$ cat src/rtl/ps2_pkg.sv
// Shared PS/2 definitions: host transmitter FSM states, frame constants,
// command codes and the odd-parity helper.
package ps2_pkg;

    typedef enum logic [2:0] {
        IDLE,
        INHIBIT,
        REQ,
        DATA,
        PARITY,
        STOP,
        ACK,
        WAIT_IDLE
    } ps2_tx_state_t;

    localparam int PS2_FRAME_EDGES = 11;
    localparam int PS2_DATA_BITS   = 8;

    localparam logic [7:0] PS2_CMD_RESET    = 8'hFF;
    localparam logic [7:0] PS2_CMD_SET_LEDS = 8'hED;
    localparam logic [7:0] PS2_CMD_ENABLE   = 8'hF4;
    localparam logic [7:0] PS2_CMD_ECHO     = 8'hEE;

    function automatic logic odd_parity(input logic [7:0] i_byte);
        return ~^i_byte;
    endfunction

endpackage

$ cat src/rtl/ps2_line_sync.sv
// Synchronizes the PS/2 clock and data lines into the local clock domain and
// produces a one-cycle strobe on each falling edge of the synchronized clock.
module ps2_line_sync #(
    parameter int SYNC_STAGES = 2
) (
    input  logic i_clk,
    input  logic i_rst,
    input  logic i_kclk,
    input  logic i_kdata,
    output logic o_kclk,
    output logic o_kdata,
    output logic o_kclk_fe
);

    logic [SYNC_STAGES-1:0] r_kclk_sync;
    logic [SYNC_STAGES-1:0] r_kdata_sync;
    logic                   r_kclk_prev;

    // Idle PS/2 lines float high, so reset to 1 to avoid a false edge.
    always_ff @(posedge i_clk or posedge i_rst) begin
        if (i_rst) begin
            r_kclk_sync  <= '1;
            r_kdata_sync <= '1;
            r_kclk_prev  <= 1'b1;
        end else begin
            r_kclk_sync  <= {r_kclk_sync[SYNC_STAGES-2:0], i_kclk};
            r_kdata_sync <= {r_kdata_sync[SYNC_STAGES-2:0], i_kdata};
            r_kclk_prev  <= r_kclk_sync[SYNC_STAGES-1];
        end
    end

    assign o_kclk    = r_kclk_sync[SYNC_STAGES-1];
    assign o_kdata   = r_kdata_sync[SYNC_STAGES-1];
    assign o_kclk_fe = r_kclk_prev & ~r_kclk_sync[SYNC_STAGES-1];

endmodule

$ cat src/rtl/ps2_host_tx.sv
// PS/2 host-to-device command transmitter with registered open-drain enables.
// Optional frame watchdog enabled by defining PS2_HOST_TX_TIMEOUT_EN.
module ps2_host_tx
    import ps2_pkg::*;
#(
    parameter int INHIBIT_CYCLES = 8700,
`ifdef PS2_HOST_TX_TIMEOUT_EN
    parameter int TIMEOUT_CYCLES = 1305000,
`endif
    parameter int SYNC_STAGES    = 2
) (
    input  logic       i_clk,
    input  logic       i_rst,
    input  logic [7:0] i_tx_data,
    input  logic       i_tx_valid,
    output logic       o_tx_ready,
    output logic       o_tx_busy,
    output logic       o_tx_done,
    output logic       o_tx_err,
    input  logic       i_kclk_in,
    input  logic       i_kdata_in,
    output logic       o_kclk_oe,
    output logic       o_kdata_oe
);

    localparam int IW = $clog2(INHIBIT_CYCLES + 1);

    ps2_tx_state_t r_state, w_state_n;
    logic [8:0]    r_shift, w_shift_n;
    logic [IW-1:0] r_inh_cnt, w_inh_cnt_n;
    logic [3:0]    r_bit_cnt, w_bit_cnt_n, w_bit_inc;
    logic          r_nack, w_nack_n;
    logic          r_kclk_oe, w_kclk_oe_n;
    logic          r_kdata_oe, w_kdata_oe_n;
    logic          w_done, w_err;
    logic          w_kclk, w_kdata, w_fe;

`ifdef PS2_HOST_TX_TIMEOUT_EN
    localparam int TW = $clog2(TIMEOUT_CYCLES + 1);
    logic [TW-1:0] r_to_cnt, w_to_cnt_n;
`endif

    ps2_line_sync #(
        .SYNC_STAGES(SYNC_STAGES)
    ) u_sync (
        .i_clk     (i_clk),
        .i_rst     (i_rst),
        .i_kclk    (i_kclk_in),
        .i_kdata   (i_kdata_in),
        .o_kclk    (w_kclk),
        .o_kdata   (w_kdata),
        .o_kclk_fe (w_fe)
    );

    assign w_bit_inc = (r_bit_cnt == 4'hF) ? r_bit_cnt : r_bit_cnt + 4'd1;

    always_ff @(posedge i_clk or posedge i_rst) begin
        if (i_rst) begin
            r_state    <= IDLE;
            r_shift    <= '0;
            r_inh_cnt  <= '0;
            r_bit_cnt  <= '0;
            r_nack     <= 1'b0;
            r_kclk_oe  <= 1'b0;
            r_kdata_oe <= 1'b0;
        end else begin
            r_state    <= w_state_n;
            r_shift    <= w_shift_n;
            r_inh_cnt  <= w_inh_cnt_n;
            r_bit_cnt  <= w_bit_cnt_n;
            r_nack     <= w_nack_n;
            r_kclk_oe  <= w_kclk_oe_n;
            r_kdata_oe <= w_kdata_oe_n;
        end
    end

`ifdef PS2_HOST_TX_TIMEOUT_EN
    always_ff @(posedge i_clk or posedge i_rst) begin
        if (i_rst) r_to_cnt <= '0;
        else       r_to_cnt <= w_to_cnt_n;
    end
`endif

    // Each falling kclk edge shifts the next frame bit onto the data enable.
    always_comb begin
        w_state_n    = r_state;
        w_shift_n    = r_shift;
        w_inh_cnt_n  = r_inh_cnt;
        w_bit_cnt_n  = r_bit_cnt;
        w_nack_n     = r_nack;
        w_kclk_oe_n  = r_kclk_oe;
        w_kdata_oe_n = r_kdata_oe;
        w_done       = 1'b0;
        w_err        = 1'b0;
        case (r_state)
            IDLE: begin
                w_kclk_oe_n  = 1'b0;
                w_kdata_oe_n = 1'b0;
                if (i_tx_valid) begin
                    w_shift_n   = {odd_parity(i_tx_data), i_tx_data};
                    w_inh_cnt_n = '0;
                    w_bit_cnt_n = '0;
                    w_nack_n    = 1'b0;
                    w_kclk_oe_n = 1'b1;
                    w_state_n   = INHIBIT;
                end
            end
            INHIBIT: begin
                w_inh_cnt_n = r_inh_cnt + 1'b1;
                if (r_inh_cnt == IW'(INHIBIT_CYCLES - 2))
                    w_kdata_oe_n = 1'b1;
                if (r_inh_cnt == IW'(INHIBIT_CYCLES - 1)) begin
                    w_kclk_oe_n  = 1'b0;
                    w_kdata_oe_n = 1'b1;
                    w_state_n    = REQ;
                end
            end
            REQ, DATA: begin
                if (w_fe) begin
                    w_kdata_oe_n = ~r_shift[0];
                    w_shift_n    = r_shift >> 1;
                    w_bit_cnt_n  = w_bit_inc;
                    if (r_state == REQ)
                        w_state_n = DATA;
                    else if (r_bit_cnt == 4'(PS2_DATA_BITS - 1))
                        w_state_n = PARITY;
                end
            end
            PARITY: begin
                if (w_fe) begin
                    w_kdata_oe_n = ~r_shift[0];
                    w_bit_cnt_n  = w_bit_inc;
                    w_state_n    = STOP;
                end
            end
            STOP: begin
                if (w_fe) begin
                    w_kdata_oe_n = 1'b0;
                    w_bit_cnt_n  = w_bit_inc;
                    w_state_n    = ACK;
                end
            end
            ACK: begin
                if (w_fe) begin
                    w_nack_n    = w_kdata;
                    w_bit_cnt_n = w_bit_inc;
                    w_state_n   = WAIT_IDLE;
                end
            end
            WAIT_IDLE: begin
                if (w_kclk && w_kdata) begin
                    w_done    = ~r_nack;
                    w_err     = r_nack;
                    w_state_n = IDLE;
                end
            end
            default: w_state_n = IDLE;
        endcase

`ifdef PS2_HOST_TX_TIMEOUT_EN
        // Watchdog runs from the first REQ cycle; INHIBIT keeps it at zero.
        w_to_cnt_n = (r_state == IDLE || r_state == INHIBIT) ? '0 : r_to_cnt + 1'b1;
        if (r_state != IDLE && r_to_cnt == TW'(TIMEOUT_CYCLES - 1)) begin
            w_to_cnt_n   = '0;
            w_kclk_oe_n  = 1'b0;
            w_kdata_oe_n = 1'b0;
            w_done       = 1'b0;
            w_err        = 1'b1;
            w_state_n    = IDLE;
        end
`endif
    end

    assign o_tx_ready = (r_state == IDLE);
    assign o_tx_busy  = (r_state != IDLE);
    assign o_tx_done  = w_done;
    assign o_tx_err   = w_err;
    assign o_kclk_oe  = r_kclk_oe;
    assign o_kdata_oe = r_kdata_oe;

endmodule

$ cat config.mk
export PLATFORM = sky130hd
export DESIGN_NAME = ps2_host_tx
export DESIGN_NICKNAME = d
export VERILOG_FILES = /design/src/rtl/ps2_pkg.sv /design/src/rtl/ps2_line_sync.sv /design/src/rtl/ps2_host_tx.sv
export SDC_FILE = /design/constraint.sdc
export NUM_CORES = 1
export LEC_CHECK = 0
export ABC_CLOCK_PERIOD_IN_PS = 3400
export BUFFER_PORTS_ARGS = -buffer_cell sky130_fd_sc_hd__buf_4
export CAP_MARGIN = 25
export CORE_MARGIN = 1
export CORE_UTILIZATION = 30
export DETAILED_ROUTE_END_ITERATION = 6
export PLACE_DENSITY = 0.51
export SYNTH_ARGS = -nofsm -noshare
export SYNTH_HDL_FRONTEND = slang
export SYNTH_SLANG_ARGS = --single-unit
$ cat constraint.sdc
create_clock -name i_clk -period 3.4 [get_ports i_clk]
set_clock_uncertainty 0.05 [all_clocks]
set_input_delay 0.68 -clock i_clk [delete_from_list [all_inputs] [get_ports i_clk]]
set_output_delay 0.68 -clock i_clk [all_outputs]
set_load 0.005 [all_outputs]
==> out/results.ini, run 1 <==
[outcome]
status = complete, but fails checks
violations = design-rule violations

[drt]
drt_iter0_drc = 81
drtPass1Iterations = 7
vias = 1492
routed_via_density = 5.04
routed_wl_um = 3840
ant_nets = 0
drc = 2
wl_per_cell_um = 13.0

[die]
start_util_pct = 31.7
coreArea_mm2 = 0.00646
die-width_um = 84.6
ios = 19
die_y_um = 84.6
placementRows = 29
die_area_mm2 = 0.00715

[critical_path]
end_kind = output pin
worstPathArrival_ps = 1560
cp.required_ps = 2670
path_max_fanout = 16
critPathLaunch = r_state[2]$_DFFE_PP0P_
criticalPathCategory = flop to output pin
reg2reg_slack_ps = 1470
crit_path_start_kind = flop
r2r-end = r_shift[5]$_DFFE_PP0P_
r2r_start = r_state[2]$_DFFE_PP0P_
critPathCapture = o_tx_done
r2r.worst_path.cells = 4

[min_path]
hold_class = flop to flop
min-delay-start = u_sync.r_kdata_sync[0]$_DFF_PP1_
min_delay_path_depth = 0

[sta]
setup_viol = 0
period_share_pct = 67.4
finalHoldViolCount = 0
tightest_slew_ps = 623
maxSlewHeadroom_pct = 58.5
slew_viol_final = 0
fmax_mhz = 436
finalSetupTns_ps = 0
rsz0062_at_grt = false
period_needed_ps = 2290
fin_ws_ps = 1110

[cts]
cts_buffer_depth = 2
cts-buffers-inserted = 5
cts_root_buffer = clkbuf_8
postCtsResizedCells = 0
post_cts_buffers = 0
clock_sinks = 38
htreeDepth = 2
cts_tree = done
cts_hold_buffers = 0
clk_latency_ps = 290
clk_pin_slew_worst_paths_ps = 80

[synthesis]
synth_top_area_share_pct = 40.4
ys_seq_area_share_pct = 46.8
ys_ff_latch = 38
async_reset_ff_share_pct = 100
yosys_most_used_dff = dfrtp_1
syn_avg_cell_area_um2 = 10.2
synth_cell_type_count = 50
syn_area_mm2 = 0.00204
synth_edf_count = 0
yosys.area.top_type = dfrtp_1
syn_nets = 217
synth_area_leaders = dfrtp_1, dfstp_2, mux2i_1
synth_cells = 201
ys.warnings.count = 0

[layout]
antenna_cells = 0
area_growth_pct = 12.9
fin_nets = 234
layout-drive-gt1-share_pct = 19.2
n_fill_cell = 675
final-seq-area_um2 = 957
multi_input_area_um2 = 987

[global_route]
grt_usage_pct = 11.9
grt_pass1_wl_um = 6840
first_global_vias = 1474
antenna_found_initial = 0
grt-ovfl-total = 0
grt_max_degree = 39

[power_and_ir_drop]
p_seq_share_pct = 55.1
power.density_mw_per_mm2 = 367
swShare_pct = 23.3
leakagePower_nw = 1.02
p_switching_uw = 197
p_comb_share_pct = 5.9
power.internal_uw = 649
ir_worst_vdd_uv = 242
clockPowerShare_pct = 39.0

[place]
portBuffers = 18
pre_cts_slack_ps = 1450
routabilityCongestion = 0.707
post-dp-hpwl_um = 2680

[flow_run]
drv_cap = 0

==> cell type report <==
type / count / area share, %
multi-input cells: 146 / 42.8
flip-flops and latches: 38 / 41.5
well taps: 77 / 4.17
repair buffers: 19 / 6.18
clock buffers: 6 / 3.58
clock inverters: 2 / 0.542
inverters: 8 / 1.30
==> power groups by stage <==
stage,sequential (mW),clock (mW),combinational (mW)
final,0.466,0.330,0.0496
after global routing,0.468,0.357,0.0566
after CTS,0.466,0.344,0.0517
after detailed placement,0.475,0,0.0520
after global placement,0.475,0,0.0513
after floorplan,0.473,0,0.0309
==> registers in the layout, summed over array words and instances (netlist names) <==
name and cells:
o_kclk_oe 1, r_shift 9, u_sync.r_kclk_sync 2, r_bit_cnt 4, r_state 3, o_kdata_oe 1, u_sync.r_kdata_sync 2, r_nack 1
r_inh_cnt 14, u_sync.r_kclk_prev 1
==> layout by cell type, fill, tap and decap left out, types with 2 or more instances in the layout <==
| cell type | count |
|---|---|
| buf_4 | 19 |
| nand2b_1 | 4 |
| a21oi_1 | 3 |
| nand2_1 | 24 |
| nor2_1 | 5 |
| o21ai_0 | 12 |
| clkbuf_8 | 6 |
| nand4_1 | 4 |
| o21bai_1 | 2 |
| o31ai_1 | 7 |
| a31oi_1 | 2 |
| o211ai_1 | 7 |
| xor2_1 | 2 |
| ha_1 | 3 |
| o21ai_1 | 8 |
| nor3_1 | 4 |
| mux2i_1 | 10 |
| nand3_1 | 15 |
| dfrtp_1 | 33 |
| inv_1 | 8 |
| dfstp_2 | 5 |
| xnor2_1 | 6 |
==> worst min path at each step <==
stage | slack, ps | end
floorplan | 300 | u_sync.r_kclk_sync[1]$_DFF_PP1_
global placement | 300 | u_sync.r_kdata_sync[1]$_DFF_PP1_
detailed placement | 300 | u_sync.r_kdata_sync[1]$_DFF_PP1_
CTS | 310 | u_sync.r_kdata_sync[1]$_DFF_PP1_
global route | 310 | u_sync.r_kdata_sync[1]$_DFF_PP1_
finish | 310 | u_sync.r_kdata_sync[1]$_DFF_PP1_
==> cell families (layout without fill, tap and decap cells) <==
family / after synthesis / count (layout) / share of synthesized area [%]
and+or+nand+nor: 72 / 72 / 20.4
AOI/OAI and AO/OA: 52 / 52 / 17.3
DFF: 38 / 38 / 46.8
buffers and inverters: 17 / 35 / 4.90
muxes: 10 / 10 / 4.90
xor gates and xnor gates: 8 / 8 / 3.43
adders and majority gates: 4 / 4 / 2.33
==> worst max-delay path, stage by stage, from the launching register on <==
cell     delay [ps]
dfrtp_1         750
nand3_1         200
nor3_1          190
buf_4           140
==> Yosys cell counts, types with 2 or more instances <==
library cell  number
inv_1              8
o21ai_1            8
nand2b_1           4
ha_1               3
nor2_1             5
o211ai_1           7
dfstp_2            5
xnor2_1            6
xor2_1             2
dfrtp_1           33
nand3_1           15
buf_6              4
a21oi_1            3
nand4_1            4
nand2_1           24
o21ai_0           12
mux2i_1           10
o21bai_1           2
nor3_1             4
o31ai_1            7
a31oi_1            2
buf_2              5
==> stage by stage <==
stage / power (mW) / hold slack (ps) / util (%) / cells / instance area [µm²]
5_1_grt: 0.881 / 312 / 35.7 / 296 / 2310
6_report: 0.846 / 310 / 35.7 / 296 / 2310
2_1_floorplan: 0.504 / 295 / - / 201 / 2040
4_1_cts: 0.863 / 311 / 35.7 / 296 / 2310
3_3_place_gp: 0.526 / 296 / 34.3 / 288 / 2210
3_5_place_dp: 0.527 / 299 / 34.3 / 288 / 2210
==> layer usage <==
metal | part of all wire, % | up-vias | track usage [%]
li1 | - | 770 | -
met1 | 53 | 694 | 17.0
met2 | 43 | 26 | 18.1
met3 | 3.3 | 2 | 2.75
met4 | 0.42 | 0 | 3.24
met5 | 0 | - | 0
Power figures use the tool's default switching activity.
==> inputs of run 2 (changes only) <==
--- a/config.mk
+++ b/config.mk
@@ -5,13 +5,14 @@
 export SDC_FILE = /design/constraint.sdc
 export NUM_CORES = 1
 export LEC_CHECK = 0
-export ABC_CLOCK_PERIOD_IN_PS = 3400
+export ABC_AREA = 1
+export ABC_CLOCK_PERIOD_IN_PS = 1950
 export BUFFER_PORTS_ARGS = -buffer_cell sky130_fd_sc_hd__buf_4
 export CAP_MARGIN = 25
 export CORE_MARGIN = 1
 export CORE_UTILIZATION = 30
 export DETAILED_ROUTE_END_ITERATION = 6
-export PLACE_DENSITY = 0.51
+export PLACE_DENSITY = 0.52
 export SYNTH_ARGS = -nofsm -noshare
 export SYNTH_HDL_FRONTEND = slang
 export SYNTH_SLANG_ARGS = --single-unit
==> constraint.sdc (replaced) <==
create_clock -name i_clk -period 1.95 [get_ports i_clk]
set_clock_uncertainty 0.05 [all_clocks]
set_input_delay 0.39 -clock i_clk [delete_from_list [all_inputs] [get_ports i_clk]]
set_output_delay 0.39 -clock i_clk [all_outputs]
set_load 0.005 [all_outputs]
==> run 2 against run 1 <==
  * The run now ends clean
  * Wire length up 17%
  * Final cell count is 38% higher
  * First-iteration DRC count up 52%
  * Power grew to 3.6 times the previous value
  * Die area grew 8.8%
  * Cell area grew 10%
  * Sequential power grew to 2.6 times the previous value
  * Synthesized area grew 9.1%
  * Count of clock-buffer cells in the layout is the same
  * Critical endpoint is now o_tx_err
==> out/results.ini, run 2 <==
[cts]
cts_root_buffer = clkbuf_8
cts-buffers-inserted = 5
htreeDepth = 2
cts_tree = done
clock_sinks = 38
clk_pin_slew_worst_paths_ps = 80
clk_latency_ps = 290
cts_buffer_depth = 2

[critical_path]
path_max_fanout = 7
crit_family = flip-flops
worst_path_max_delay_cell = dfrtp_1
max_stage_delay_ps = 500
cp.required_ps = 1510
path_buf_inv = 2
crit_chain = nand2_1 > inv_2 > nand2_2 > nor3_1 > buf_4
crit_path_start_kind = flop
criticalPathCategory = flop to output pin
worstPathArrival_ps = 1380
end_kind = output pin

[die]
ios = 19
die-width_um = 88.2
die_area_mm2 = 0.00778
start_util_pct = 30.9
die_y_um = 88.2
placementRows = 31
coreArea_mm2 = 0.00721

[synthesis]
synth_area_leaders = dfrtp_1, nand2_1, dfstp_2
syn_area_mm2 = 0.00223
ys_seq_area_share_pct = 42.9
yosys.area.top_type = dfrtp_1
synth_cells = 287
ys.warnings.count = 0
synthMostInstantiatedCell = nand2_1
synth_top_area_share_pct = 37.0
yosys-top-cells-count = nand2_1, dfrtp_1, inv_1
syn_avg_cell_area_um2 = 7.77
syn_nets = 303
async_reset_ff_share_pct = 100
synth_cell_type_count = 31
yosys_most_used_dff = dfrtp_1
ys_ff_latch = 38
synth_edf_count = 0

[layout]
final_common_cell = nand2_1
final_cell_mix = nand2_1, inv_1, dfrtp_1
final_util_pct = 35.2
largest_reg_flops = 14
max_flop_register = r_inh_cnt
antenna_cells = 0
area_growth_pct = 13.9
fin_nets = 324
layout-drive-gt1-share_pct = 20.1
final_cell_count_no_fill = 408
reg_top3 = r_inh_cnt (14), r_shift (9), r_bit_cnt (4)

[drt]
wl_per_cell_um = 11.0
vias = 1807
drtPass1Iterations = 4
ant_nets = 0
routed_wl_um = 4490
drt_iter0_drc = 123
routed_via_density = 4.43
drc = 0

[power_and_ir_drop]
clockPowerShare_pct = 18.9
finalPower_mw = 3.07
p_comb_share_pct = 41.6
power.density_mw_per_mm2 = 1210
ir_worst_vdd_uv = 476
p_switching_mw = 1.30
swShare_pct = 42.5
p_seq_share_pct = 39.5
power.internal_mw = 1.77
leakagePower_nw = 1.24

[sta]
finalSetupTns_ps = 0
slew_viol_final = 0
setup_viol = 0
maxSlewHeadroom_pct = 67.3
fmax_mhz = 550
finalHoldViolCount = 0
hold_ws_ps = 155
rsz0062_at_grt = false
period_share_pct = 93.2
period_needed_ps = 1820
tightest_slew_ps = 491

[global_route]
grt_pass1_wl_um = 8150
grt-ovfl-total = 0
grt_max_degree = 39
grt_usage_pct = 13.6
antenna_found_initial = 0
first_global_vias = 1751

[place]
routabilityCongestion = 0.761
portBuffers = 18
dpl.cell_count = 400
post-dp-hpwl_um = 3330

[outcome]
status = complete, no violations

[min_path]
hold_class = input pin to async pin

[flow_run]
drv_cap = 0

-- run 2: cell count changes in the layout (fill, tap and decap cells not counted), moves of 4 or more --
| cell | delta |
|---|---|
| nand2_1 | +54 |
| nand2_4 | +5 |
| nand2b_1 | -4 |
| nand3_1 | +7 |
| xor2_1 | +4 |
| nor2_1 | +18 |
| mux2i_1 | -10 |
| inv_2 | +6 |
| o31ai_1 | -7 |
| o21ai_0 | +9 |
| inv_1 | +25 |
| nand2_2 | +4 |
-- run 2: cells by family (layout without fill, tap and decap cells) --
group | Yosys count | after routing | synth area share, %
AO/OA/AOI/OAI | 43 | 43 | 11.5
XOR/XNOR | 10 | 10 | 3.93
adder cells (fa/ha/maj) | 3 | 3 | 1.68
buffers and inverters | 47 | 69 | 9.76
flip-flops | 38 | 38 | 42.9
AND/OR/NAND/NOR | 146 | 146 | 30.2
-- run 2: stage by stage --
stage	area [µm²]	setup slack, ps
CTS	2540	24.7
finish	2540	132
global route	2540	32.4
global placement	2440	255
detailed placement	2440	265
floorplan	2230	492
-- run 2: metal layers --
layer  share of wire (%)  global-route usage (%)
met5                   0                       0
met1                  54                    19.3
met3                 3.0                    2.80
met4                 1.6                    4.40
met2                  42                    20.8
-- run 2: worst paths after layout --
kind / start / endpoint / slack (ps) / cells after the start
min in group i_clk: i_kclk_in / u_sync.r_kclk_sync[0]$_DFF_PP1_ / 160 / 1
max in group asynchronous: i_rst / u_sync.r_kclk_prev$_DFF_PP1_ / 1330 / 3
setup reg to reg: r_state[2]$_DFFE_PP0P_ / r_inh_cnt[10]$_DFFE_PP0P_ / 310 / 9
setup / recovery: r_state[1]$_DFFE_PP0P_ / o_tx_err / 130 / 5
hold reg to reg: u_sync.r_kdata_sync[0]$_DFF_PP1_ / u_sync.r_kdata_sync[1]$_DFF_PP1_ / 310 / 0
hold / removal: i_rst / r_shift[1]$_DFFE_PP0P_ / 160 / 3
-- run 2: what timing repair did --
item,in CTS,in global routing
setup buffers,0,0
gates resized for setup,0,1
endpoints found under the setup margin,0,2
hold buffers,0,0
-- run 2: final cells by class --
cell class / count / area [µm²]
fill: 798 / 4680
multi-input combinational: 202 / 1050
sequential: 38 / 958
inverter: 41 / 156
timing repair buffer: 20 / 150
tap: 99 / 124
clock buffer: 6 / 82.6
clock inverter: 2 / 12.5
-- run 2: worst reg2reg max path, delay by kind of cell (launching register included) --
family                 cells  cell delay, ps
and+or+nand+nor            5             580
DFF                        1             490
buffers and inverters      3             340
AOI/OAI and AO/OA          1             130
-- run 2: power by group through the flow --
| stage | registers (mW) | clock network [mW] | logic [mW] |
|---|---|---|---|
| after floorplan | 1.14 | 0 | 1.11 |
| after global placement | 1.23 | 0 | 1.28 |
| after detailed placement | 1.23 | 0 | 1.28 |
| after CTS | 1.21 | 0.602 | 1.29 |
| after global routing | 1.25 | 0.631 | 1.49 |
| final | 1.21 | 0.581 | 1.28 |
